$ cat src/rtl/game_flow_ctrl_pkg.sv
// Shared game definitions: state encoding used by the flow controller, rendering and audio.
// Also holds the timer width and the terminal-count helper.
package game_flow_ctrl_pkg;

  localparam int STATE_W = 3;
  localparam int TMR_W   = 8;

  typedef enum logic [STATE_W-1:0] {
    ST_MENU  = 3'd0,
    ST_WIN   = 3'd1,
    ST_LOSE  = 3'd2,
    ST_PLAY  = 3'd3,
    ST_SERVE = 3'd4,
    ST_PAUSE = 3'd5,
    ST_CLEAR = 3'd6
  } game_state_t;

  // Timer counts 0..ticks-1; the phase ends on the tick seen at the last count.
  function automatic logic [TMR_W-1:0] tc_of(input int ticks);
    return TMR_W'(ticks - 1);
  endfunction

endpackage

$ cat src/rtl/game_flow_ctrl_if.sv
// Game event inputs and flow-status outputs of the flow controller.
// master drives events (input/physics side); slave is the controller.
interface game_flow_ctrl_if;
  import game_flow_ctrl_pkg::*;

  logic        tick;
  logic        start;
  logic        pause;
  logic        bricks_empty;
  logic        ball_lost;
  game_state_t state;
  logic [2:0]  stage_idx;
  logic [2:0]  lives;
  logic        run;
  logic        load_stage;
  logic        serve;
  logic        life_lost;

  modport master (
    output tick, start, pause, bricks_empty, ball_lost,
    input  state, stage_idx, lives, run, load_stage, serve, life_lost
  );

  modport slave (
    input  tick, start, pause, bricks_empty, ball_lost,
    output state, stage_idx, lives, run, load_stage, serve, life_lost
  );

endinterface

$ cat src/rtl/game_flow_ctrl_tick_timer.sv
// Shared 8-bit phase timer: synchronous clear, tick-qualified increment, terminal-count flag.
// Flag is combinational from the count register; no backpressure.
module tick_timer
  import game_flow_ctrl_pkg::*;
(
  input  logic             clk,
  input  logic             rst,
  input  logic             clr,
  input  logic             en,
  input  logic [TMR_W-1:0] tc,
  output logic             at_tc
);

  logic [TMR_W-1:0] cnt_q;

  always_ff @(posedge clk or posedge rst) begin
    if (rst) begin
      cnt_q <= '0;
    end else if (clr) begin
      cnt_q <= '0;
    end else if (en) begin
      cnt_q <= cnt_q + TMR_W'(1);
    end
  end

  assign at_tc = (cnt_q == tc);

endmodule

$ cat src/rtl/game_flow_ctrl.sv
// Game flow FSM: menu/serve/play/pause/clear/win/lose, stage and life bookkeeping.
// All outputs registered, valid the cycle after the triggering input; no backpressure.
module game_flow_ctrl
  import game_flow_ctrl_pkg::*;
#(
  parameter int NUM_STAGES  = 3,
  parameter int LIVES       = 3,
  parameter int SERVE_TICKS = 20,
  parameter int CLEAR_TICKS = 40
) (
  input  logic           clk,
  input  logic           rst,
  game_flow_ctrl_if.slave gif
);

  localparam logic [2:0]       LAST_STAGE = 3'(NUM_STAGES - 1);
  localparam logic [2:0]       LIVES_INIT = 3'(LIVES);
  localparam logic [TMR_W-1:0] SERVE_TC   = tc_of(SERVE_TICKS);
  localparam logic [TMR_W-1:0] CLEAR_TC   = tc_of(CLEAR_TICKS);

  game_state_t state_q, state_d;
  logic [2:0]  stage_q, stage_d;
  logic [2:0]  lives_q, lives_d;
  logic        load_q, load_d;
  logic        serve_q, serve_d;
  logic        lost_q, lost_d;

  logic             tmr_en;
  logic             tmr_clr;
  logic             tmr_at_tc;
  logic             tmr_expire;
  logic [TMR_W-1:0] tmr_tc;

  // One timer serves both timed phases; any state change restarts it.
  assign tmr_en     = gif.tick && (state_q == ST_SERVE || state_q == ST_CLEAR);
  assign tmr_tc     = (state_q == ST_CLEAR) ? CLEAR_TC : SERVE_TC;
  assign tmr_expire = tmr_en && tmr_at_tc;
  assign tmr_clr    = (state_d != state_q);

  tick_timer u_tick_timer (
    .clk   (clk),
    .rst   (rst),
    .clr   (tmr_clr),
    .en    (tmr_en),
    .tc    (tmr_tc),
    .at_tc (tmr_at_tc)
  );

  always_ff @(posedge clk or posedge rst) begin
    if (rst) begin
      state_q <= ST_MENU;
      stage_q <= '0;
      lives_q <= LIVES_INIT;
      load_q  <= 1'b0;
      serve_q <= 1'b0;
      lost_q  <= 1'b0;
    end else begin
      state_q <= state_d;
      stage_q <= stage_d;
      lives_q <= lives_d;
      load_q  <= load_d;
      serve_q <= serve_d;
      lost_q  <= lost_d;
    end
  end

  always_comb begin
    state_d = state_q;
    stage_d = stage_q;
    lives_d = lives_q;
    load_d  = 1'b0;
    serve_d = 1'b0;
    lost_d  = 1'b0;
    case (state_q)
      ST_MENU: begin
        if (gif.start) begin
          state_d = ST_SERVE;
          stage_d = '0;
          lives_d = LIVES_INIT;
          load_d  = 1'b1;
          serve_d = 1'b1;
        end
      end
      ST_SERVE: begin
        if (tmr_expire) state_d = ST_PLAY;
      end
      ST_PLAY: begin
        // bricks_empty outranks ball_lost outranks pause; losers are dropped.
        if (gif.bricks_empty) begin
          state_d = (stage_q >= LAST_STAGE) ? ST_WIN : ST_CLEAR;
        end else if (gif.ball_lost) begin
          lost_d = 1'b1;
          if (lives_q <= 3'd1) begin
            lives_d = '0;
            state_d = ST_LOSE;
          end else begin
            lives_d = lives_q - 3'd1;
            serve_d = 1'b1;
            state_d = ST_SERVE;
          end
        end else if (gif.pause) begin
          state_d = ST_PAUSE;
        end
      end
      ST_PAUSE: begin
        if (gif.pause) state_d = ST_PLAY;
      end
      ST_CLEAR: begin
        if (tmr_expire) begin
          if (stage_q < LAST_STAGE) stage_d = stage_q + 3'd1;
          load_d  = 1'b1;
          serve_d = 1'b1;
          state_d = ST_SERVE;
        end
      end
      ST_WIN, ST_LOSE: begin
        if (gif.start) state_d = ST_MENU;
      end
      default: state_d = ST_MENU;
    endcase
  end

  always_comb begin
    gif.state      = state_q;
    gif.stage_idx  = stage_q;
    gif.lives      = lives_q;
    gif.run        = (state_q == ST_PLAY);
    gif.load_stage = load_q;
    gif.serve      = serve_q;
    gif.life_lost  = lost_q;
  end

endmodule

$ cat src/flat_wrapper.sv
// flat-port wrapper written by rule: the top's interface ports become plain ports
module game_flow_ctrl_flat import game_flow_ctrl_pkg::*;
#(
  parameter int NUM_STAGES  = 3,
  parameter int LIVES       = 3,
  parameter int SERVE_TICKS = 20,
  parameter int CLEAR_TICKS = 40
)
  (clk, rst, gif_tick, gif_start, gif_pause, gif_bricks_empty, gif_ball_lost, gif_state, gif_stage_idx, gif_lives, gif_run, gif_load_stage, gif_serve, gif_life_lost);
  game_flow_ctrl_if gif_i ();
  input  logic clk;
  input  logic rst;
  input wire logic [$bits(gif_i.tick)-1:0] gif_tick;
  input wire logic [$bits(gif_i.start)-1:0] gif_start;
  input wire logic [$bits(gif_i.pause)-1:0] gif_pause;
  input wire logic [$bits(gif_i.bricks_empty)-1:0] gif_bricks_empty;
  input wire logic [$bits(gif_i.ball_lost)-1:0] gif_ball_lost;
  output wire logic [$bits(gif_i.state)-1:0] gif_state;
  output wire logic [$bits(gif_i.stage_idx)-1:0] gif_stage_idx;
  output wire logic [$bits(gif_i.lives)-1:0] gif_lives;
  output wire logic [$bits(gif_i.run)-1:0] gif_run;
  output wire logic [$bits(gif_i.load_stage)-1:0] gif_load_stage;
  output wire logic [$bits(gif_i.serve)-1:0] gif_serve;
  output wire logic [$bits(gif_i.life_lost)-1:0] gif_life_lost;
  assign gif_i.tick = gif_tick;
  assign gif_i.start = gif_start;
  assign gif_i.pause = gif_pause;
  assign gif_i.bricks_empty = gif_bricks_empty;
  assign gif_i.ball_lost = gif_ball_lost;
  assign gif_state = gif_i.state;
  assign gif_stage_idx = gif_i.stage_idx;
  assign gif_lives = gif_i.lives;
  assign gif_run = gif_i.run;
  assign gif_load_stage = gif_i.load_stage;
  assign gif_serve = gif_i.serve;
  assign gif_life_lost = gif_i.life_lost;
  game_flow_ctrl #(.NUM_STAGES(NUM_STAGES), .LIVES(LIVES), .SERVE_TICKS(SERVE_TICKS), .CLEAR_TICKS(CLEAR_TICKS)) u_core (.clk(clk), .rst(rst), .gif(gif_i));
endmodule
$ cat config.mk
export PLATFORM = sky130hd
export DESIGN_NAME = game_flow_ctrl_flat
export DESIGN_NICKNAME = d
export VERILOG_FILES = /design/src/rtl/game_flow_ctrl_pkg.sv /design/src/rtl/game_flow_ctrl_if.sv /design/src/rtl/game_flow_ctrl_tick_timer.sv /design/src/rtl/game_flow_ctrl.sv /design/src/flat_wrapper.sv
export SDC_FILE = /design/constraint.sdc
export NUM_CORES = 1
export LEC_CHECK = 0
export CAP_MARGIN = 20
export CORE_MARGIN = 2
export CORE_UTILIZATION = 50
export CTS_CLUSTER_SIZE = 8
export DETAILED_ROUTE_END_ITERATION = 12
export PLACE_DENSITY = 0.87
export RECOVER_POWER = 50
export SLEW_MARGIN = 20
export SYNTH_ARGS = -nofsm -noshare
export SYNTH_HDL_FRONTEND = slang
export SYNTH_SLANG_ARGS = --single-unit
export TNS_END_PERCENT = 5
$ cat constraint.sdc
create_clock -name clk -period 2.2 [get_ports clk]
set_input_delay 0.44 -clock clk [delete_from_list [all_inputs] [get_ports clk]]
set_output_delay 0.44 -clock clk [all_outputs]
set_load 0.005 [all_outputs]
==> impl_metrics.yaml <==
clock_network:
  cts_buffers: 3
  hold_buffers: 0
  root_buffer: "clkbuf_4"
  clk_latency_ns: 0.30
  cts_sinks: 20
  htree_levels: 1
  cts_setup_buffers: 0
  cts_tree: "done"
  clkTransAtPathRegs_ns: 0.12
  cts_buffer_depth: 2
detailed_routing:
  drcViolationCount: 0
  drt_iter0_drc: 57
  drt-wirelength-per-cell_um: 15.8
  vias: 1128
  routed_wl_um: 3070
  vias_per_cell: 5.81
  drt_pre_antenna_iters: 4
  antenna_left: 0
yosys:
  synth_edf_count: 0
  synth_mux_area_share_pct: 1.70
  ys_ff_latch: 20
  synth_xor_area_share_pct: 4.90
  async_reset_ff_share_pct: 100
  synth_top_family_by_area: "simple AND/OR/NAND/NOR gates"
  synth_nets: 145
  yosys_warnings: 0
  yosysUniqueCellTypes: 46
  synth_compound_area_share_pct: 16.9
  synthAdderAreaFrac_pct: 5.00
  avgSynthCellArea_um2: 9.41
  syn_area_mm2: 0.00125
  netlist_instances: 133
  seq_area_frac_synth_pct: 40.2
  synth-simple-area-share_pct: 26.6
  ys.flop_type: "dfrtp_1"
die:
  die_w_um: 54.0
  ioPinCount: 20
  dieArea_mm2: 0.00292
  coreArea_mm2: 0.00243
  start_util_pct: 51.4
  die_h_um: 54.0
  rows: 18
power_and_ir_drop:
  irDropWorstVdd_v: 0.000513
  powerDensity_mw_per_mm2: 757
  power.total_mw: 1.20
  p_leak_nw: 0.702
timing:
  finalMaxSlewViolations: 0
  slew_headroom_pct: 27.3
  period_minus_slack_ns: 2.10
  fmaxAchievable_mhz: 476
  timing.final.ws_setup_ns: 0.0970
  timing.final.hold_violations: 0
  fin_hold_ws_ns: 0.563
  rsz0062_at_grt: "false"
  skew_ns: 0.00512
  fin_crit_sh_pct: 95.6
  tns_ns: 0
  worstMarginPinSlew_ns: 1.09
  finalSetupViolCount: 0
status:
  outcome: "completed"
global_routing:
  grt_overflow: 0
  grt_pass1_wl_um: 5020
  grtUsageTotal_pct: 24.1
  antenna_found_initial: 0
  grt_pass1_vias: 1160
  grt_max_degree: 21
cells_and_area:
  multi_input_area_um2: 689
  num-fill-cells: 202
  seq_area_um2: 504
  antennaDiodeCount: 0
  drive_gt1_share_pct: 19.5
  final_cells: 194
  nets: 177
  areaGrowthSynthToFinish_pct: 27.1
worst_setup_path:
  end_kind: "output pin"
  crit_path_max_incr_delay_ns: 0.54
  cp.arrival_ns: 1.66
  critPathMaxFanout: 10
  start_kind: "flip-flop"
  slowest_stage: "clkdlybuf4s50_1"
  critical_path_class: "reg -> out"
  crit_required_ns: 1.76
  crit_path_cell_trace: "nand2_1 -> nor2_1 -> clkdlybuf4s50_1"
worst_hold_path:
  hold_class: "reg -> reg"
placement:
  gp_congestion: 0.894
  dp_hpwl_um: 2200
  place_inst: 190
  pre_cts_ws_ns: 0.0300
  portBuffers: 19
run:
  maxCapViolCount: 0
[through the flow]
step / util (%) / area [um^2]
finish: 65.4 / 1590
global route: 65.4 / 1590
CTS: 65.6 / 1600
detailed placement: 63.5 / 1540
global placement: 63.5 / 1540
floorplan: - / 1250
[where the power goes]
part / switching [mW] / internal, mW / total, mW
combinational: 0.236 / 0.197 / 0.433
clock: 0.121 / 0.184 / 0.305
sequential: 0.0537 / 0.412 / 0.466
total: 0.411 / 0.793 / 1.20
[cells in the final DEF (no fill, tap or decap), types with 3 or more instances in the layout]
cell and count:
a21oi_1 4, buf_4 9, clkbuf_4 3, clkdlybuf4s50_1 13, dfrtp_1 17, dlygate4sd3_1 6
ha_1 5, inv_1 11, nand2_1 8, nand2b_1 3, nand3_1 3, nor2_1 12
nor3_1 14, o21ai_0 5, xnor2_1 6
[worst max-delay path, delay by kind of cell, from the launching register on]
kind,cells,cell delay (ns)
buffers and inverters,1,0.54
flip-flops,1,0.48
AND/OR/NAND/NOR,2,0.34
[state kept, by name (all words and copies together) (netlist names)]
signal / cells
u_core.gif.state: 3
u_core.gif.stage_idx: 3
u_core.u_tick_timer.cnt_q: 8
u_core.gif.life_lost: 1
u_core.gif.lives: 3
u_core.gif.load_stage: 1
u_core.gif.serve: 1
[cell families after synthesis]
| kind of cell | count (synthesis) |
|---|---|
| DFF | 20 |
| and+or+nand+nor | 57 |
| xor gates and xnor gates | 7 |
| AOI/OAI and AO/OA | 28 |
| muxes | 2 |
| adders and majority gates | 5 |
| buffers and inverters | 14 |
[layout make-up]
class / instances / area share [%]
well taps: 30 / 2.36
repair buffers: 30 / 16.7
clock inverters: 1 / 1.89
flip-flops and latches: 20 / 31.7
clock buffers: 3 / 1.42
multi-input cells: 99 / 43.4
inverters: 11 / 2.60
[routing by layer]
layer / GRT usage (%) / vias to the layer above / part of all wire (%)
met5: 0 / - / 0
met1: 24.8 / 546 / 38
met2: 46.5 / 39 / 55
li1: - / 535 / -
met3: 4.72 / 8 / 4.3
met4: 10.4 / 0 / 2.0
[synth_stat cells, types with 2 or more instances]
cell type / n / area (um^2)
o22ai_1: 2 / 12.5
a31oi_1: 2 / 12.5
o21bai_1: 2 / 15.0
o21ai_0: 5 / 25.0
nand3_1: 3 / 15.0
xnor2_1: 6 / 52.6
a21oi_1: 4 / 20.0
buf_2: 2 / 10.0
nand4_1: 2 / 12.5
ha_1: 5 / 62.6
nand2_1: 8 / 30.0
nor2_1: 12 / 45.0
nor3_1: 14 / 70.1
nand2b_1: 3 / 18.8
nor2b_1: 2 / 12.5
or3_4: 2 / 22.5
o21a_1: 2 / 15.0
inv_1: 11 / 41.3
dfrtp_1: 18 / 450
dfstp_2: 2 / 52.6
[path summary, 6_finish.rpt]
| path | startpoint | to | slack (ns) | cells past startpoint |
|---|---|---|---|---|
| max | u_core.gif.state[0] | gif_run | 0.1 | 3 |
| min | u_core.gif.stage_idx[0] | u_core.gif.stage_idx[0] | 0.56 | 1 |
| max reg2reg | u_core.gif.stage_idx[0] | u_core.u_tick_timer.cnt_q[7] | 0.21 | 8 |
| min reg2reg | u_core.gif.stage_idx[0] | u_core.gif.stage_idx[0] | 0.56 | 1 |
| max in group asynchronous | rst | u_core.gif.state[0] | 0.59 | 3 |
| min in group asynchronous | rst | u_core.gif.state[2] | 0.89 | 3 |
[repair_timing]
action,in CTS,in global routing
endpoints found under the hold margin,0,0
gates resized for setup,0,1
endpoints found under the setup margin,0,1
Note: power is estimated with default switching activity, not from simulation.
